**src/rtl/sipo_load_ctrl.sv**
```systemverilog
// sipo_load_ctrl: streams serial bits into an external 32-bit SIPO register and writes each completed word to a weight buffer
//
// Ports
//   clk           clock, all state changes on the rising edge
//   rst_n         asynchronous active-low reset
//   start_i       begins a frame when sampled high in IDLE
//   abort_i       synchronous frame termination, wins over every other event
//   base_addr_i   first write address of the frame, latched on frame start
//   s_bit_i       upstream serial data bit
//   s_valid_i     s_bit_i is valid this cycle
//   s_ready_o     controller accepts s_bit_i this cycle (combinational)
//   sh_en_o       SIPO shift enable (combinational)
//   sh_si_o       SIPO serial input (combinational)
//   sh_po_i       SIPO parallel output, first accepted bit lands in bit 0
//   wr_en_o       one-cycle weight-buffer write strobe (registered)
//   wr_addr_o     weight-buffer write address (registered)
//   wr_data_o     weight-buffer write data (registered)
//   busy_o        high from frame start until the block is idle again (registered)
//   done_o        one-cycle pulse on normal frame completion (registered)
module sipo_load_ctrl #(
  parameter int NUM_WORDS = 16,
  parameter int ADDR_W    = 8
) (
  input  logic              clk,
  input  logic              rst_n,
  input  logic              start_i,
  input  logic              abort_i,
  input  logic [ADDR_W-1:0] base_addr_i,
  input  logic              s_bit_i,
  input  logic              s_valid_i,
  output logic              s_ready_o,
  output logic              sh_en_o,
  output logic              sh_si_o,
  input  logic [31:0]       sh_po_i,
  output logic              wr_en_o,
  output logic [ADDR_W-1:0] wr_addr_o,
  output logic [31:0]       wr_data_o,
  output logic              busy_o,
  output logic              done_o
);
  localparam int WC_W = (NUM_WORDS > 1) ? $clog2(NUM_WORDS) : 1;
  localparam logic [WC_W-1:0] LAST_WORD = WC_W'(NUM_WORDS - 1);
  typedef enum logic [1:0] {IDLE, SHIFT, CAPTURE, FINISH} state_t;
  state_t              state_q, state_d;
  logic [4:0]          bit_cnt_q, bit_cnt_d;
  logic [WC_W-1:0]     word_cnt_q, word_cnt_d;
  logic [ADDR_W-1:0]   base_q, base_d;
  logic                wr_en_q, wr_en_d;
  logic [ADDR_W-1:0]   wr_addr_q, wr_addr_d;
  logic [31:0]         wr_data_q, wr_data_d;
  logic                busy_q, busy_d;
  logic                done_q, done_d;
  logic                accept;
  logic                last_bit;
  logic                frame_start;
  always_ff @(posedge clk or negedge rst_n) begin
    if (!rst_n) state_q <= IDLE;
    else        state_q <= state_d;
  end
  assign accept      = (state_q == SHIFT) && s_valid_i;
  assign last_bit    = accept && (bit_cnt_q == 5'd31);
  assign frame_start = (state_q == IDLE) && (state_d == SHIFT);
  always_comb begin
    state_d = abort_i                ? IDLE :
              (state_q == IDLE)      ? (start_i ? SHIFT : IDLE) :
              (state_q == SHIFT)     ? (last_bit ? CAPTURE : SHIFT) :
              (state_q == CAPTURE)   ? ((word_cnt_q == LAST_WORD) ? FINISH : SHIFT) :
                                       IDLE;
  end
  // Counters are cleared whenever the frame is not running so that every
  // frame, including one started right after an abort, begins from bit 0.
  // busy stays high through the edge leaving FINISH, so it falls one cycle
  // after done unless start immediately opens the next frame.
  always_comb begin
    s_ready_o  = (state_q == SHIFT);
    sh_en_o    = accept;
    sh_si_o    = s_ready_o && s_bit_i;
    bit_cnt_d  = (state_q == IDLE || state_d == IDLE) ? 5'd0 :
                 accept ? bit_cnt_q + 5'd1 : bit_cnt_q;
    word_cnt_d = (state_q == IDLE || state_d == IDLE) ? '0 :
                 (state_q == CAPTURE && state_d == SHIFT) ? word_cnt_q + 1'b1 : word_cnt_q;
    base_d     = frame_start ? base_addr_i : base_q;
    wr_en_d    = (state_q == CAPTURE) && !abort_i;
    wr_addr_d  = wr_en_d ? base_q + ADDR_W'(word_cnt_q) : wr_addr_q;
    wr_data_d  = wr_en_d ? sh_po_i : wr_data_q;
    done_d     = (state_q == FINISH) && !abort_i;
    busy_d     = !abort_i && (state_d != IDLE || state_q == FINISH);
  end
  always_ff @(posedge clk or negedge rst_n) begin
    if (!rst_n) begin
      bit_cnt_q  <= '0;
      word_cnt_q <= '0;
      base_q     <= '0;
      wr_en_q    <= 1'b0;
      wr_addr_q  <= '0;
      wr_data_q  <= '0;
      busy_q     <= 1'b0;
      done_q     <= 1'b0;
    end else begin
      bit_cnt_q  <= bit_cnt_d;
      word_cnt_q <= word_cnt_d;
      base_q     <= base_d;
      wr_en_q    <= wr_en_d;
      wr_addr_q  <= wr_addr_d;
      wr_data_q  <= wr_data_d;
      busy_q     <= busy_d;
      done_q     <= done_d;
    end
  end
  assign wr_en_o   = wr_en_q;
  assign wr_addr_o = wr_addr_q;
  assign wr_data_o = wr_data_q;
  assign busy_o    = busy_q;
  assign done_o    = done_q;
endmodule

```
**config.mk**
```make
export PLATFORM = sky130hd
export DESIGN_NAME = sipo_load_ctrl
export DESIGN_NICKNAME = d
export VERILOG_FILES = /design/src/rtl/sipo_load_ctrl.sv
export SDC_FILE = /design/constraint.sdc
export NUM_CORES = 1
export LEC_CHECK = 0
export CAP_MARGIN = 30
export CORE_MARGIN = 5
export CORE_UTILIZATION = 45
export DETAILED_ROUTE_END_ITERATION = 10
export HOLD_SLACK_MARGIN = 0.1
export PLACE_DENSITY = 0.8
export SKIP_LAST_GASP = 1
export SYNTH_ARGS = -nofsm -noshare
export SYNTH_HDL_FRONTEND = slang
export SYNTH_SLANG_ARGS = --single-unit
export TNS_END_PERCENT = 20
```
**constraint.sdc**
```tcl
create_clock -name clk -period 1.9 [get_ports clk]
set_input_delay 0.19 -clock clk [delete_from_list [all_inputs] [get_ports clk]]
set_output_delay 0.19 -clock clk [all_outputs]
set_load 0.005 [all_outputs]
```
---- After elaboration in Yosys (flattened, before gate mapping) ----
Index checks and enable logic that the tools add are counted.
storage, ports and cells
  input bits .............................. 46
  logic and storage cells ................. 45
  flip-flop bits (word level) ............. 62
operators by class
  mux-type cells .......................... 11
  $add $sub $neg .......................... 3
  reduce and logical (&&, ||, !) cells .... 16
  eq/ne operators ......................... 6
operators with widths
  cell                 number
  $mux 2               6
  $mux 5               2
  $add 8x4->8          1
  $logic_and 1x1->1    8
  $mux 4               2
  $reduce_bool 2->1    3
  $add 5x1->5 const B  1
  $eq 5x5->1 const B   1
  $add 4x1->4 const B  1
  $eq 2x1->1 const B   2
  $eq 2x2->1 const B   2
  $eq 4x4->1 const B   1
  $logic_not 2->1      2
  $logic_or 1x1->1     2
  $logic_not 1->1      1
  $mux 1               1

---- Logic depth before layout (Yosys ltp) ----
Gate-level depths: netlist (run 1).
  depth after elaboration ................. 11
  mapped depth ............................ 7

---- Worst setup path before layout (run 1) ----
Ideal clock, no wire load.
  kind .................................... reg-to-reg
  start ................................... reg word_cnt_q[0]
  end ..................................... reg wr_addr_q[6] (netlist: wr_addr_o[6])
  stages on the path, launching flop included .. 7
  arrival ................................. 1.526 ns
  setup slack ............................. 0.291 ns
  required time ........................... 1.817 ns
  buffers on the path ..................... 0
  cells stage by stage .................... dfrtp_1 ha_1 fa_1 a21oi_1 o21ai_0 xnor2_1 o21ai_0
between the ends
  longest elaborated chain between the ends .. 1
ends and longest elaborated chain
  what                    RTL line  RTL
  from (decl)             46        logic [WC_W-1:0] word_cnt_q, word_cnt_d;
  from (signal assigned)  101       word_cnt_q <= word_cnt_d;
  $add 8x4->8             84        wr_addr_d = wr_en_d ? base_q + ADDR_W'(word_cnt_q) : wr_addr_q;
  to (signal assigned)    104       wr_addr_q <= wr_addr_d;
  to (decl)               49        logic [ADDR_W-1:0] wr_addr_q, wr_addr_d;
Every way passes these cells.
A chain may end at the register's enable or synchronous reset.

---- Worst setup path in the final report (run 1) ----
  start ................................... reg state_q[0]
  end ..................................... out sh_en_o
between the ends
  longest elaborated chain between the ends .. 2
ends and longest elaborated chain
  what                    RTL line  RTL
  from (decl)             44        state_t state_q, state_d;
  from (signal assigned)  58        else state_q <= state_d;
  $eq 2x1->1              60        assign accept = (state_q == SHIFT) && s_valid_i;
  $logic_and 1x1->1       60
  to (decl)               32        output logic sh_en_o,
Every way passes these cells.

==> results of run 1 <==
==> cell usage after synthesis (all sizes together), types with 2 or more instances <==
library cell | n | area [µm²]
nor2b | 3 | 26.27
mux2 | 8 | 90.09
xnor2 | 4 | 35.03
and3 | 2 | 12.51
nand3 | 7 | 35.03
a21o | 2 | 15.01
dfrtp | 62 | 1551
a211oi | 3 | 22.52
nor2 | 13 | 48.80
or3 | 2 | 12.51
clkbuf | 3 | 11.26
a31oi | 3 | 18.77
ha | 7 | 87.58
o21ai | 10 | 50.05
buf | 7 | 47.54
inv | 3 | 11.26
mux2i | 2 | 20.02
nand2 | 110 | 412.9
xor2 | 5 | 43.79
a21oi | 2 | 10.01
==> cell type report <==
class	instances	area (µm²)
sequential	62	1551
inverter	4	20.02
timing repair buffer	99	980.9
clock buffer	14	162.7
multi-input combinational	192	1041
fill	480	1996
tap	75	93.84
clock inverter	1	5.005
==> through the flow <==
step           cells  cell area, µm²  hold slack, ns  power [µW]  TNS (ns)
6_report         447            3855          0.3830        2636         0
5_1_grt          447            3855          0.3922        2768  -0.05097
4_1_cts          447            3851          0.3755        2667         0
3_5_place_dp     431            3671          0.2457        1667         0
3_3_place_gp     431            3671          0.2416        1658         0
2_1_floorplan    268            2663         -0.1056        1499         0
==> path summary, 6_finish.rpt <==
check                      cells after the start  slack [ns]           from             to
min                                            3        0.38     sh_po_i[7]   wr_data_o[7]
max                                            3        0.05     state_q[0]        sh_en_o
min in group asynchronous                      2        0.41          rst_n  wr_data_o[26]
min reg2reg                                    2        0.47   wr_data_o[9]   wr_data_o[9]
max reg2reg                                    6        0.11  word_cnt_q[0]   wr_addr_o[6]
max in group asynchronous                      3        0.87          rst_n   wr_data_o[3]
==> cell families (layout without fill, tap and decap cells) <==
logic type | count (synthesis) | after routing | share of synthesized area, %
buf+inv | 14 | 118 | 2.960
mux | 10 | 10 | 4.136
xor+xnor | 9 | 9 | 2.960
simple gates | 143 | 143 | 22.70
fa+ha+maj | 8 | 8 | 4.041
compound gates | 22 | 22 | 4.934
flops | 62 | 62 | 58.27
==> power by group through the flow <==
stage          Combinational, µW  Sequential (µW)  Clock [µW]
2_1_floorplan               91.0             1410           0
3_3_place_gp                 245             1410           0
3_5_place_dp                 252             1410           0
4_1_cts                      256             1390        1020
5_1_grt                      278             1390        1090
6_report                     253             1390         993
==> worst max-delay path: stages, from the launching register on <==
cell and delay, ns:
dfrtp_1 0.45, buf_4 0.17, and3b_1 0.20, clkdlybuf4s50_1 0.51
==> metal layers <==
| metal | global-route usage [%] | vias to the layer above |
|---|---|---|
| met2 | 27.33 | 55 |
| met5 | 0 | - |
| met1 | 19.93 | 1029 |
| met3 | 5.109 | 8 |
| met4 | 5.099 | 0 |
| li1 | - | 1065 |
==> flip-flops by register name, summed over array words and instances, names as in the netlist <==
name	count
wr_addr_o	8
wr_data_o	32
busy_o	1
base_q	8
done_o	1
state_q	2
wr_en_o	1
bit_cnt_q	5
word_cnt_q	4
==> timing repair <==
action | 4_1_cts | 5_1_grt
hold buffers | 1 | 0
hold endpoints to repair | 26 | 0
setup endpoints to repair | 1 | 4
resized for setup | 1 | 1
buffers inserted | 0 | 0
pin swaps | 0 | 0
==> run metrics, run 1 <==
Initial Util 45.51%; clock share of power 37.7%; Mapped Area ~2700 µm²; EDFF count, synth 0; layout cell share with drive strength beyond 1 around 9%; WL/cell roughly 13 µm; vias roughly 2200; Slew @ Worst Pin approximately 0.65 ns; root buffer cell clkbuf_8; H-tree levels 3; WP data required 1.71 ns; WL final approximately 5900 µm; Die Ht ~87 µm; Nets 422; Max Root-Sink Buffers 2; Internal about 2100 µW; maximum fanout along the worst path 5; I/O Buffers 91; net count after synthesis around 320; Avg Inst Size Synth about 9.9 µm²; Antenna Cells 0; die area between 7000 and 8000 µm²; commonest cells after routing, fill and taps aside 110 x nand2_1, 90 x clkdlybuf4s50_1, 62 x dfrtp_1; Syn Inst Count around 270; leakage ~0.0019 µW; Final Hold Viols 0; crit path capture type primary output; clk sink count a little over 60; Inserted Clock Buffers 9; commonest register cell after synthesis dfrtp_1; Worst-Skew Late Latency around 0.33 ns; Switch Pwr ~580 µW; Combinational Power Share 9.6%; Met2 Wirelength roughly 2900 µm; final core area utilization approximately 66%; min-delay worst type in -> reg; Routed Antenna Nets 0; pin count of the biggest net entering global routing 42; Reg clk slew, reported paths 0.07 ns; Pre-antenna DRT Iters 4; GR Util All Layers 16.25%; initial antenna violation count 0; vias in the first global route 2115; grt ovf 0; core outline area around 6000 µm²; Seq/Total Area, Yosys 58.27%; Rows 28; CTS tree done; fin crit share 97.16%; Seq pwr share between 50 and 60%; commonest non-fill, non-tap cell in the layout nand2_1; Via density 4.826; f_max ~0.54 GHz; startpoint types register; RePlAce Congestion approximately 0.72; dpl hpwl approximately 4300 µm; metal3 WL 444 µm; Worst Setup Slack, final between 0.05 and 0.06 ns; post-synthesis cell type count 32; Pwr Density 683.7 nW/µm²; final setup violation count 0; wl on met1 around 2500 µm; status finished, final reports clean; top layer in use met4; Rel. slew slack 56.39%; die width around 87 µm; post-route DRC violation count 0; Max-cap violations 0; first-pass GRT wire length between 9000 and 10000 µm; Setup WS pre-CTS ~0.13 ns; Warnings, synthesis 0; Final Skew approximately 0.006 ns; Sw Share 22.14%; Final Slew Violations 0; Yosys reg bits 62; Peak supply drop ~0.47 mV; area delta synth->final 44.78%; Post-synth ARST share between 90% and 100%; min cycle time layout approximately 1.8 ns; unrepaired setup endpoints after global routing true; io pins slightly above 90; crit path kind reg -> out; initial drt markers 70; crit path DAT about 1.7 ns
Power figures use the tool's default switching activity.
==> run 2: changes to the inputs <==
--- a/config.mk
+++ b/config.mk
@@ -7,10 +7,10 @@
 export LEC_CHECK = 0
 export CAP_MARGIN = 30
 export CORE_MARGIN = 5
-export CORE_UTILIZATION = 45
+export CORE_UTILIZATION = 48
 export DETAILED_ROUTE_END_ITERATION = 10
 export HOLD_SLACK_MARGIN = 0.1
-export PLACE_DENSITY = 0.8
+export PLACE_DENSITY = 0.84
 export SKIP_LAST_GASP = 1
 export SYNTH_ARGS = -nofsm -noshare
 export SYNTH_HDL_FRONTEND = slang
==> constraint.sdc (replaced) <==
create_clock -name clk -period 2.2 [get_ports clk]
set_input_delay 0.22 -clock clk [delete_from_list [all_inputs] [get_ports clk]]
set_output_delay 0.22 -clock clk [all_outputs]
set_load 0.005 [all_outputs]
==> run metrics, run 2 (synthesis results as in run 1) <==
status finished, final reports clean; Antenna Cells 0; r2r worst-path depth 6; H-tree levels 3; Worst-Skew Late Latency 0.33 ns; initial antenna violation count 0; core outline area 5439 µm²; Final Non-Filler Cells 444; vias in the first global route approximately 2100; commonest cells after routing, fill and taps aside 110 x nand2_1, 90 x clkdlybuf4s50_1, 62 x dfrtp_1; Inserted Clock Buffers 9; I/O Buffers between 90 and 100; Inst Count DP between 400 and 500; area delta synth->final 43.42%; post-route DRC violation count 0; vias roughly 2200; WP data required 1.98 ns; Reg clk slew, reported paths 0.07 ns; crit path capture type primary output; Pwr Density roughly 590 nW/µm²; GR Util All Layers ~18%; Nets approximately 420; first-pass GRT wire length around 10000 µm; min-delay worst type in -> async; initial drt markers between 90 and 100; leakage ~0.0018 µW; Slew @ Worst Pin between 0.6 and 0.7 ns; Internal 1743 µW; CTS resizes 0; Post-CTS Setup Bufs 0; clock share of power 37.3%; Final Skew slightly above 0.007 ns; Pre-antenna DRT Iters 4; crit path kind reg -> out; commonest non-fill, non-tap cell in the layout nand2_1; Die Ht 84.48 µm; CTS tree done; WL/cell 13.60 µm; final setup violation count 0; root buffer cell clkbuf_8; WL final 6039 µm; Sw Share between 20% and 30%; Via density ~5.0; maximum fanout along the worst path 7; final instance area around 3800 µm²; startpoint types register; layout cell share with drive strength beyond 1 under 10%; unrepaired setup endpoints after global routing false; Seq pwr share a little over half; Final Hold Viols 0; Final Slew Violations 0; crit path DAT about 1.8 ns; Peak supply drop 0.4040 mV; Max-cap violations 0; io pins a little over 90; Placed Instance Area around 3600 µm²; RePlAce Congestion approximately 0.75; clk sink count 62; Largest register FFs 32; Setup Total Neg Slack 0 ns; fin crit share around 94%; die area between 7000 and 8000 µm²; f_max between 0.4 and 0.5 GHz; die width between 80 and 90 µm; Routed Antenna Nets 0; Combinational Power Share 9.2%; Max Root-Sink Buffers 2; grt ovf 0; Initial Util about half; pin count of the biggest net entering global routing 27; Switch Pwr 509.4 µW; Rows 27; Rel. slew slack a little over half; dpl hpwl ~4600 µm; min cycle time layout around 2.1 ns
==> run 2: cell types whose count changed in the layout (fill, tap and decap cells not counted) <==
cell,change
nor2b_2,-1
buf_12,-1
a21oi_1,+1
nor2b_1,+1
clkbuf_1,+2
a21oi_2,-1
clkbuf_8,-1
==> run 2: metal layers <==
layer	routed length [µm]	track usage, %	share of wire, %	vias up
met1	2561	22.79	42	1051
li1	-	-	-	1064
met5	0	0	0	-
met4	162	9.065	2.7	0
met3	321	4.612	5.3	16
met2	2994	28.33	50	67
==> run 2: what timing repair did <==
| action | CTS | global route |
|---|---|---|
| hold buffers | 1 | 0 |
| setup endpoints to repair | 0 | 0 |
| endpoints found under the hold margin | 24 | 0 |
==> run 2: worst max-delay path: stages (launching register included) <==
cell and delay, ns:
dfrtp_1 0.52, nor2b_1 0.32, and2_1 0.18, clkdlybuf4s50_1 0.50
==> run 2: layout make-up <==
cell class | count | area [µm²]
well taps | 72 | 90.09
inverters | 4 | 20.02
multi-input cells | 192 | 1035
repair buffers | 98 | 960.9
flip-flops and latches | 62 | 1551
fillers | 415 | 1620
clock inverters | 1 | 5.005
clock buffers | 15 | 156.4
==> run 2: power groups by stage <==
stage / clock network (µW) / registers [µW] / logic (µW)
3_3_place_gp: 0 / 1220 / 202
5_1_grt: 908 / 1210 / 229
3_5_place_dp: 0 / 1230 / 208
6_report: 840 / 1200 / 208
2_1_floorplan: 0 / 1220 / 78.6
4_1_cts: 854 / 1200 / 211
==> run 2: stage by stage <==
step           worst slack [ns]  hold WS (ns)  utilization, %  power, µW
2_1_floorplan            0.5910      -0.07559               -       1294
3_3_place_gp             0.3549        0.2423           67.06       1424
3_5_place_dp             0.3415        0.2450           67.06       1433
4_1_cts                  0.1278        0.4057           70.21       2269
5_1_grt                 0.03581        0.4057           70.21       2345
6_report                 0.1418        0.4182           70.21       2252
==> run 2: worst paths after layout <==
check,from,end,slack [ns]
max,state_q[0],sh_si_o,0.14
min,rst_n,bit_cnt_q[2],0.42
min in group clk,sh_po_i[13],wr_data_o[13],0.42
min reg2reg,wr_data_o[28],wr_data_o[28],0.47
max in group asynchronous,rst_n,wr_data_o[18],1.02
max reg2reg,word_cnt_q[0],wr_addr_o[6],0.39
==> run 3: changes to the inputs <==
--- a/config.mk
+++ b/config.mk
@@ -9,6 +9,7 @@
 export CORE_MARGIN = 5
 export CORE_UTILIZATION = 48
 export DETAILED_ROUTE_END_ITERATION = 10
+export GPL_TIMING_DRIVEN = 0
 export HOLD_SLACK_MARGIN = 0.1
 export PLACE_DENSITY = 0.84
 export SKIP_LAST_GASP = 1
==> run metrics, run 3 (synthesis results as in run 1) <==
layout cell share with drive strength beyond 1 8.800%; I/O Buffers approximately 90; initial antenna violation count 0; CTS tree done; initial drt markers 67; WP data required 1.98 ns; pin count of the biggest net entering global routing 36; grt ovf 0; commonest cells after routing, fill and taps aside 110 x nand2_1, 90 x clkdlybuf4s50_1, 62 x dfrtp_1; Reg clk slew, reported paths around 0.06 ns; crit path DAT between 1.5 and 2 ns; Final Skew about 0.006 ns; RePlAce Congestion 0.7439; Worst-Skew Late Latency about 0.34 ns; leakage between 0.0015 and 0.002 µW; status finished, final reports clean; Final Total Pwr roughly 2300 µW; Routed Antenna Nets 0; Final Slew Violations 0; # hold bufs at CTS 1; Inserted Clock Buffers 9; dpl hpwl between 4000 and 5000 µm; Largest register FFs 32; crit path capture type primary output; Nets between 400 and 500; min cycle time layout between 2 and 2.5 ns; area delta synth->final 45.07%; die width 84.48 µm; startpoint types register; Pre-antenna DRT Iters 4; Antenna Cells 0; Initial Util 48.95%; commonest non-fill, non-tap cell in the layout nand2_1; vias between 2000 and 2500; Rel. slew slack between 50 and 60%; final setup violation count 0; unrepaired setup endpoints after global routing false; root buffer cell clkbuf_8; fin crit share around 94%; Post-CTS Setup Bufs 0; die area around 7100 µm²; Via density between 4 and 5; f_max between 0.4 and 0.5 GHz; Final Hold Viols 0; post-route DRC violation count 0; Die Ht 84.48 µm; Hold Path Stages 3; core outline area approximately 5400 µm²; CTS resizes 0; Hold WS just over 0.4 ns; r2r worst-path depth 6; Max-cap violations 0; Rows 27; first-pass GRT wire length a little over 10000 µm; Max Root-Sink Buffers 2; clk sink count between 60 and 70; Pwr Density 594.9 nW/µm²; vias in the first global route ~2200; Slew @ Worst Pin ~0.66 ns; min-delay worst type in -> reg; maximum fanout along the worst path 7; crit path kind reg -> out; io pins 92; H-tree levels 3; WL final 6104 µm; GR Util All Layers a little under a fifth; Peak supply drop approximately 0.47 mV; WL/cell 13.66 µm
-- run 3: per-stage QoR --
stage / instances / utilization, % / area, µm² / TNS (ns) / setup slack, ns
after floorplan: 268 / - / 2663 / 0 / 0.5910
after global placement: 431 / 67.36 / 3664 / -65.03 / -1.052
after detailed placement: 432 / 67.63 / 3679 / 0 / 0.2928
after CTS: 447 / 71.01 / 3862 / 0 / 0.1186
after global routing: 447 / 71.01 / 3862 / 0 / 0.05177
final: 447 / 71.01 / 3862 / 0 / 0.1217
-- run 3: routing by layer --
| metal | up-vias | global-route usage (%) | wire [µm] |
|---|---|---|---|
| met5 | - | 0 | 0 |
| met4 | 0 | 8.058 | 137 |
| met3 | 15 | 5.299 | 391 |
| met2 | 64 | 28.75 | 2953 |
| met1 | 1009 | 23.13 | 2622 |
| li1 | 1073 | - | - |
-- run 3: area by class of cell --
type	instances	area [µm²]
well taps	72	90.09
inverters	4	20.02
clock inverters	1	5.005
fillers	418	1577
repair buffers	93	935.9
plain buffers	10	58.81
multi-input cells	192	1032
flip-flops and latches	62	1551
clock buffers	13	168.9
-- run 3: path summary, 6_finish.rpt --
kind                                    start            end  slack (ns)
worst max-delay path               state_q[0]        sh_si_o        0.12
worst min-delay path               sh_po_i[8]   wr_data_o[8]        0.41
worst max register to register  word_cnt_q[0]   wr_addr_o[6]        0.36
worst min register to register  wr_data_o[18]  wr_data_o[18]        0.47
max in group asynchronous               rst_n      base_q[2]        1.16
min in group asynchronous               rst_n   bit_cnt_q[4]        0.43
-- run 3: power by group --
| group | switching (µW) | total [µW] | internal [µW] |
|---|---|---|---|
| Clock | 400 | 887 | 487 |
| Sequential | 29.9 | 1200 | 1170 |
| Combinational | 78.3 | 210 | 131 |
| Total | 508 | 2300 | 1790 |
-- run 3: critical path, stage by stage (launching register included) --
cell             delay [ns]
dfrtp_1                0.53
nor2b_1                0.32
and2_1                 0.17
clkdlybuf4s50_1        0.50
